[config.mk]
export PLATFORM = sky130hd
export DESIGN_NAME = pio_input_conditioner_flat
export DESIGN_NICKNAME = d
export VERILOG_FILES = /design/src/rtl/pio_input_conditioner_if.sv /design/src/rtl/pio_input_conditioner.sv /design/src/flat_wrapper.sv
export SDC_FILE = /design/constraint.sdc
export NUM_CORES = 1
export LEC_CHECK = 0
export BUFFER_PORTS_ARGS = -buffer_cell sky130_fd_sc_hd__clkbuf_2
export CAP_MARGIN = 5
export CORE_MARGIN = 2
export CORE_UTILIZATION = 62
export DETAILED_ROUTE_END_ITERATION = 10
export PLACE_DENSITY = 0.91
export SYNTH_ARGS = -nofsm -noshare
export SYNTH_HDL_FRONTEND = slang
export SYNTH_SLANG_ARGS = --single-unit
[constraint.sdc]
create_clock -name clk -period 2.9 [get_ports clk]
set_clock_uncertainty 0.2 [all_clocks]
set_input_delay 0.435 -clock clk [delete_from_list [all_inputs] [get_ports clk]]
set_output_delay 0.435 -clock clk [all_outputs]
set_load 0.005 [all_outputs]
[src/rtl/pio_input_conditioner_if.sv]
// Bundle of the PIO-facing signals of the input conditioner: raw board
// inputs and host clear in, registered export words and press pulses out.
interface pio_input_conditioner_if #(
    parameter int N_BTN = 4,
    parameter int N_SW  = 18
);
    logic [N_BTN-1:0] key_n;
    logic [N_SW-1:0]  sw;
    logic [N_BTN-1:0] evt_clr;
    logic [31:0]      buttons_export;
    logic [31:0]      switchs_export;
    logic [N_BTN-1:0] btn_press_pulse;

    // Board/host side: drives raw inputs and clears, observes exports
    modport master (
        output key_n,
        output sw,
        output evt_clr,
        input  buttons_export,
        input  switchs_export,
        input  btn_press_pulse
    );

    // Conditioner side
    modport slave (
        input  key_n,
        input  sw,
        input  evt_clr,
        output buttons_export,
        output switchs_export,
        output btn_press_pulse
    );
endinterface

[src/rtl/pio_input_conditioner.sv]
// Conditions raw push-buttons (active-low) and slide switches before they
// reach the PIO export inputs: 2-FF synchronizer, counter debouncer per bit,
// plus a registered press pulse and a host-clearable sticky press flag.
// Buttons and switches share one debounce vector: bits [N_BTN-1:0] are the
// buttons (already inverted to active-high), the rest are the switches.
module pio_input_conditioner #(
    parameter int N_BTN           = 4,
    parameter int N_SW            = 18,
    parameter int DEBOUNCE_CYCLES = 500000,
    parameter int CNT_W           = 19
) (
    input  logic                    clk,
    input  logic                    reset,
    pio_input_conditioner_if.slave  bus
);
    localparam int N_IN = N_BTN + N_SW;
    localparam logic [CNT_W-1:0] CNT_LAST = CNT_W'(DEBOUNCE_CYCLES - 1);

    logic [N_BTN-1:0] key_s1_q, key_s1_d, key_s2_q, key_s2_d;
    logic [N_SW-1:0]  sw_s1_q, sw_s1_d, sw_s2_q, sw_s2_d;
    logic [N_IN-1:0]  level;
    logic [N_IN-1:0]  stable_q, stable_d;
    logic [CNT_W-1:0] cnt_q [N_IN];
    logic [CNT_W-1:0] cnt_d [N_IN];
    logic [N_BTN-1:0] pulse_q, pulse_d;
    logic [N_BTN-1:0] evt_q, evt_d;

    // Synchronizer shift: first stage captures the raw pin, second re-times it
    always_comb begin
        key_s1_d = bus.key_n;
        key_s2_d = key_s1_q;
        sw_s1_d  = bus.sw;
        sw_s2_d  = sw_s1_q;
    end

    // Debounce: a new level must persist DEBOUNCE_CYCLES checks before it is
    // accepted; any return to the stable level restarts the count, so the
    // counter never reaches past CNT_LAST and cannot wrap
    always_comb begin
        level    = {sw_s2_q, ~key_s2_q};
        stable_d = stable_q;
        for (int i = 0; i < N_IN; i++) begin
            cnt_d[i] = '0;
            if (level[i] == stable_q[i]) begin
                cnt_d[i] = '0;
            end else if (cnt_q[i] == CNT_LAST) begin
                stable_d[i] = level[i];
                cnt_d[i]    = '0;
            end else begin
                cnt_d[i] = cnt_q[i] + CNT_W'(1);
            end
        end
    end

    // Press pulse fires on the same edge a button's stable level rises; a
    // simultaneous press beats a host clear so no event is ever lost
    always_comb begin
        pulse_d = stable_d[N_BTN-1:0] & ~stable_q[N_BTN-1:0];
        evt_d   = (evt_q & ~bus.evt_clr) | pulse_d;
    end

    // State registers; key synchronizers reset to released (1)
    always_ff @(posedge clk) begin
        if (reset) begin
            key_s1_q <= '1;
            key_s2_q <= '1;
            sw_s1_q  <= '0;
            sw_s2_q  <= '0;
            stable_q <= '0;
            pulse_q  <= '0;
            evt_q    <= '0;
            for (int i = 0; i < N_IN; i++) begin
                cnt_q[i] <= '0;
            end
        end else begin
            key_s1_q <= key_s1_d;
            key_s2_q <= key_s2_d;
            sw_s1_q  <= sw_s1_d;
            sw_s2_q  <= sw_s2_d;
            stable_q <= stable_d;
            pulse_q  <= pulse_d;
            evt_q    <= evt_d;
            for (int i = 0; i < N_IN; i++) begin
                cnt_q[i] <= cnt_d[i];
            end
        end
    end

    // Export words are pure flop outputs placed at their PIO bit positions
    always_comb begin
        bus.buttons_export                   = '0;
        bus.buttons_export[N_BTN-1:0]        = stable_q[N_BTN-1:0];
        bus.buttons_export[16 +: N_BTN]      = evt_q;
        bus.switchs_export                   = '0;
        bus.switchs_export[N_SW-1:0]         = stable_q[N_IN-1:N_BTN];
        bus.btn_press_pulse                  = pulse_q;
    end
endmodule

[src/flat_wrapper.sv]
// flat-port wrapper written by rule: the top's interface ports become plain ports
module pio_input_conditioner_flat 
#(
    parameter int N_BTN           = 4,
    parameter int N_SW            = 18,
    parameter int DEBOUNCE_CYCLES = 500000,
    parameter int CNT_W           = 19
)
  (clk, reset, bus_key_n, bus_sw, bus_evt_clr, bus_buttons_export, bus_switchs_export, bus_btn_press_pulse);
  pio_input_conditioner_if #(.N_BTN(N_BTN), .N_SW(N_SW)) bus_i ();
  input  logic clk;
  input  logic reset;
  input wire logic [$bits(bus_i.key_n)-1:0] bus_key_n;
  input wire logic [$bits(bus_i.sw)-1:0] bus_sw;
  input wire logic [$bits(bus_i.evt_clr)-1:0] bus_evt_clr;
  output wire logic [$bits(bus_i.buttons_export)-1:0] bus_buttons_export;
  output wire logic [$bits(bus_i.switchs_export)-1:0] bus_switchs_export;
  output wire logic [$bits(bus_i.btn_press_pulse)-1:0] bus_btn_press_pulse;
  assign bus_i.key_n = bus_key_n;
  assign bus_i.sw = bus_sw;
  assign bus_i.evt_clr = bus_evt_clr;
  assign bus_buttons_export = bus_i.buttons_export;
  assign bus_switchs_export = bus_i.switchs_export;
  assign bus_btn_press_pulse = bus_i.btn_press_pulse;
  pio_input_conditioner #(.N_BTN(N_BTN), .N_SW(N_SW), .DEBOUNCE_CYCLES(DEBOUNCE_CYCLES), .CNT_W(CNT_W)) u_core (.clk(clk), .reset(reset), .bus(bus_i));
endmodule
; ---- Word level (Yosys, flattened, before mapping)
; Memory sizes are Yosys's and may differ from the RTL's.
; Index checks and enable logic that the tools add are counted.
[op_classes]
n_addsub = 22
n_eq_ne = 44
n_mux = 77
bitwise = 46
reduce_logical = 18
[ops]
columns = cell, count
row1 = two-way mux 19 bit, 66
row2 = "adder 19 x 1 -> 19 bit, second input constant", 22
row3 = "== test 19 bit, second input constant", 22
row4 = AND reduction 2 bit, 18
row5 = == test 1 bit, 22
row6 = bitwise OR 1 bit, 22
row7 = inverter 1 bit, 18
row8 = inverter 4 bit, 3
row9 = two-way mux 1 bit, 11
row10 = AND 4 bit, 2
row11 = bitwise OR 4 bit, 1
[totals]
ff_bits = 74
ram_bits = 418
inputBits = 28
output_inout_bits = 68
word_cells = 233
memories = 1
[mem_list]
columns = name, depth, width, read_ports, rd_clocked_by_memory_dff, wr, line_no
row1 = u_core.cnt_q, 22, 19, 22, 0, 22, pio_input_conditioner.sv:23  ; logic [CNT_W-1:0] cnt_q [N_IN];

; ---- Logic depth before layout (Yosys ltp)
; An unclocked memory read counts as a cell.
[depth]
word_depth = 6
mapped_depth = 8
mapped_depth_nobuf = 5

; ---- Worst setup path before layout
; Ideal clock, no wire load.
[synth_timing]
path_kind = register to register
start = memory u_core.cnt_q[21][0] (netlist: u_core.cnt_q[2][95])
end = memory u_core.cnt_q[21][8] (netlist: u_core.cnt_q[2][103])
setup_time_ns = 0.128
arrival_ns = 1.898
t_required_ns = 2.572
setup_slack_ns = 0.674
path_stages_with_launch = 7
path_buffers = 1
synth_period_minus_slack_ns = 2.226
path_cell_list = dfxtp_1 > ha_1 > nand3_1 > or3_1 > o21ai_1 > clkbuf_1 > nor2_1
[synth_lines]
columns = element, line_no
row1 = from (decl), pio_input_conditioner.sv:23

==> summary.md <==
| Metric | Value |
|---|---|
| Mapped cell area | 0.02160 sq mm |
| Cell total after placement | 2946 |
| Largest net degree at the start of global routing | 55 |
| Final Hold Fails | 0 |
| Antenna violations before repair | 0 |
| Cells along the critical path | or4b_1 > or4_4 > o21ai_2 > buf_4 > nor2_1 |
| GRT Total Usage | 24.30% |
| VDD IR max | 0.5463 mV |
| R2R depth | 5 |
| Total wire length | 44950 um |
| Mapped Avg Cell Area | 8.738 sq um |
| Average wire per standard cell | 14.68 um |
| Clock Sinks | 492 |
| Vias in the first global route | 17130 |
| Final setup slack of the worst path | 0.3935 ns |
| Worst slack at placement | 0.4839 ns |
| IO Pins | 96 |
| Main combinational cell family by area after synthesis | simple AND/OR/NAND/NOR gates |
| Max Cap Viol | 0 |
| Via-to-Cell Ratio | 5.801 |
| DRT antenna net count | 0 |
| Synth unique cells | 58 |
| Clock Latency Late Sink | 0.58 ns |
| Mux contribution to synthesized area | 0.04634% |
| Total grt overflow | 0 |
| Floorplan row count | 68 |
| Initial DRC count | 903 |
| CP Depth | 5 |
| Hold WS | 0.1941 ns |
| Ant diodes | 0 |
| NumNets Final | 2618 |
| Resized cells post-CTS | 0 |
| Ys Warns | 0 |
| Core area | 0.03446 sq mm |
| Maximum root-to-sink buffer count | 3 |
| Crit path largest cell delay | 0.58 ns |
| Synthesized instance count | 2472 |
| Post-Layout Inst Area | 0.02426 sq mm |
| Number of synthesized register bits | 492 |
| Part of the Yosys area used for sequential elements | 45.60% |
| Share of cells above drive strength 1 | 8.247% |
| DRC Markers | 0 |
| TritonCTS clock tree | built |
| Post-DP HPWL | 29030 um |
| RSZ-0062 raised after global routing | false |
| Status | finished, final reports clean |
| Router iterations before antenna repair | 5 |
| CP Class | flop to flop |
| Crit path max-delay family | simple AND/OR/NAND/NOR gates |
| Number of flops mapped to enable cells by yosys | 0 |
| Hold path depth | 2 |
| Pwr dens | 570.0 mW/mm^2 |
| Power Total | 13.83 mW |
| Post-Synth XOR/XNOR Area | 12.04% |
| CP Max Fanout | 11 |
| Max frequency | 0.3990 GHz |
| Tightest Hold Check Type | primary input to flop |
| GP Congestion | 0.8565 |
| Die Y | 190.7 um |
| DR vias | 17760 |
| Setup violators final | 0 |
| CTS buffer count | 49 |
| First-pass GRT wire length | 75620 um |
| Synth Area in Compound Gates | 7.096% |
| Worst path buffer plus inverter count | 1 |
| Root buf cell | clkbuf_16 |
| Port Buffers | 57 |
| Placed cell area | 0.02226 sq mm |
| Layout overhead on the synthesized area | 12.31% |
| Slew Limit Fails | 0 |
| Data required, critical path | 3.15 ns |
| Period minus WS final | 2.506 ns |
| Clock slew at reported path FFs | 0.06 ns |
| Kind of end point of the critical path | flop |
| Worst slew margin | 54.72% |
| Die X | 190.7 um |
| Post-Synth Adder-Cell Area | 1.274% |
| Final Core Density | 70.40% |
| Async S/R FF share, synth | 0% |
| Simple-Gate Fraction of Synth Area | 29.89% |
| Non-filler cells, final | 3062 |
| Cts hold-fix bufs | 26 |
| Critical path launch point type | flop |
| Initial core utilization | 62.68% |
| LEAKAGE | 7.385 nW |
| Setup Fix Bufs, Post-CTS | 0 |
| Slowest stage cell, crit path | or4b_1 |
| Tightest Pin Transition | 0.6747 ns |
| Number of H-tree levels | 2 |
| Top_reg_cell synth | dfxtp_1 |
| Die area | 0.03635 sq mm |
| Setup TNS | 0 ns |
| Fin crit share | 86.43% |
| Critical Path AT | 2.76 ns |
## routing by layer
layer  global-route usage, %  part of all wire (%)  up-vias
met5                       0                     0        -
met3                   3.809                   4.3      112
met1                   28.04                    42     8404
met2                   44.87                    51      427
met4                   9.392                   2.8        0
li1                        -                     -     8819
## power breakdown
group / switching (mW) / total, mW / internal [mW]
combinational: 0.117 / 0.207 / 0.0900
sequential: 0.0247 / 6.82 / 6.79
clock: 2.71 / 6.80 / 4.09
## Yosys cell counts (63+ instances only)
master,n,area share [%]
nor2_1,363,6.3
inv_1,82,1.4
dfxtp_1,492,46
xor2_1,124,5.0
xnor2_1,173,7.0
nand4_1,101,2.9
nand2_1,126,2.2
a21oi_1,119,2.8
nor4_1,63,1.8
o21ai_0,72,1.7
nand3_1,150,3.5
or3_1,86,2.5
## kinds of logic after synthesis
group | Yosys count
AND/OR/NAND/NOR | 1208
flip-flops | 492
XOR/XNOR | 297
AO/OA/AOI/OAI | 264
buffers and inverters | 187
multiplexers | 1
other | 1
adder cells (fa/ha/maj) | 22
## registers in the layout (all words and copies together), names as in the netlist
register,flops
u_core.sw_s2_q,18
u_core.key_s2_q,4
u_core.evt_q,4
u_core.cnt_q,418
u_core.key_s1_q,4
u_core.stable_q,22
u_core.sw_s1_q,18
u_core.bus.btn_press_pulse,4
## worst reg2reg max path: cells and delay by family, from the launching register on
family	cells	cell delay, ns
simple gates	3	1.21
buf+inv	1	0.26
compound gates	1	0.38
flops	1	0.35
## area by class of cell
class	instances	area, sq um
tap	455	569.3
sequential	492	9849
inverter	82	307.8
clock inverter	22	351.6
timing repair buffer	113	773.2
fill	2464	10200
clock buffer	68	1389
multi-input combinational	1830	11020
## path summary, 6_finish.rpt
kind | to | from | slack, ns
setup reg to reg | u_core.cnt_q[0][43] | u_core.cnt_q[0][48] | 0.39
setup / recovery | u_core.cnt_q[0][43] | u_core.cnt_q[0][48] | 0.39
hold reg to reg | u_core.key_s2_q[2] | u_core.key_s1_q[2] | 0.22
hold / removal | u_core.sw_s1_q[2] | reset | 0.19
## cell usage in the layout (no fill, tap or decap), drive strengths merged, types with 3 or more instances in the layout
master / count
o31ai: 40
xor2: 124
nor2b: 40
nor2: 363
ha: 22
clkinv: 6
nand3: 150
a31o: 4
nor4: 63
conb: 38
or3: 86
and4: 33
or4b: 10
or4: 63
or3b: 3
inv: 87
and3: 19
nor4b: 30
nand4: 101
clkinvlp: 3
or2: 19
xnor2: 173
o21bai: 11
o21ai: 80
nand2: 126
dfxtp: 492
buf: 31
nor4bb: 9
nor3: 49
clkbuf: 124
nand4b: 3
dlygate4sd3: 26
a21oi: 120
nor3b: 3
bufinv: 8
nand2b: 21
and2: 11
No activity file was read; power rests on OpenSTA's default activity.
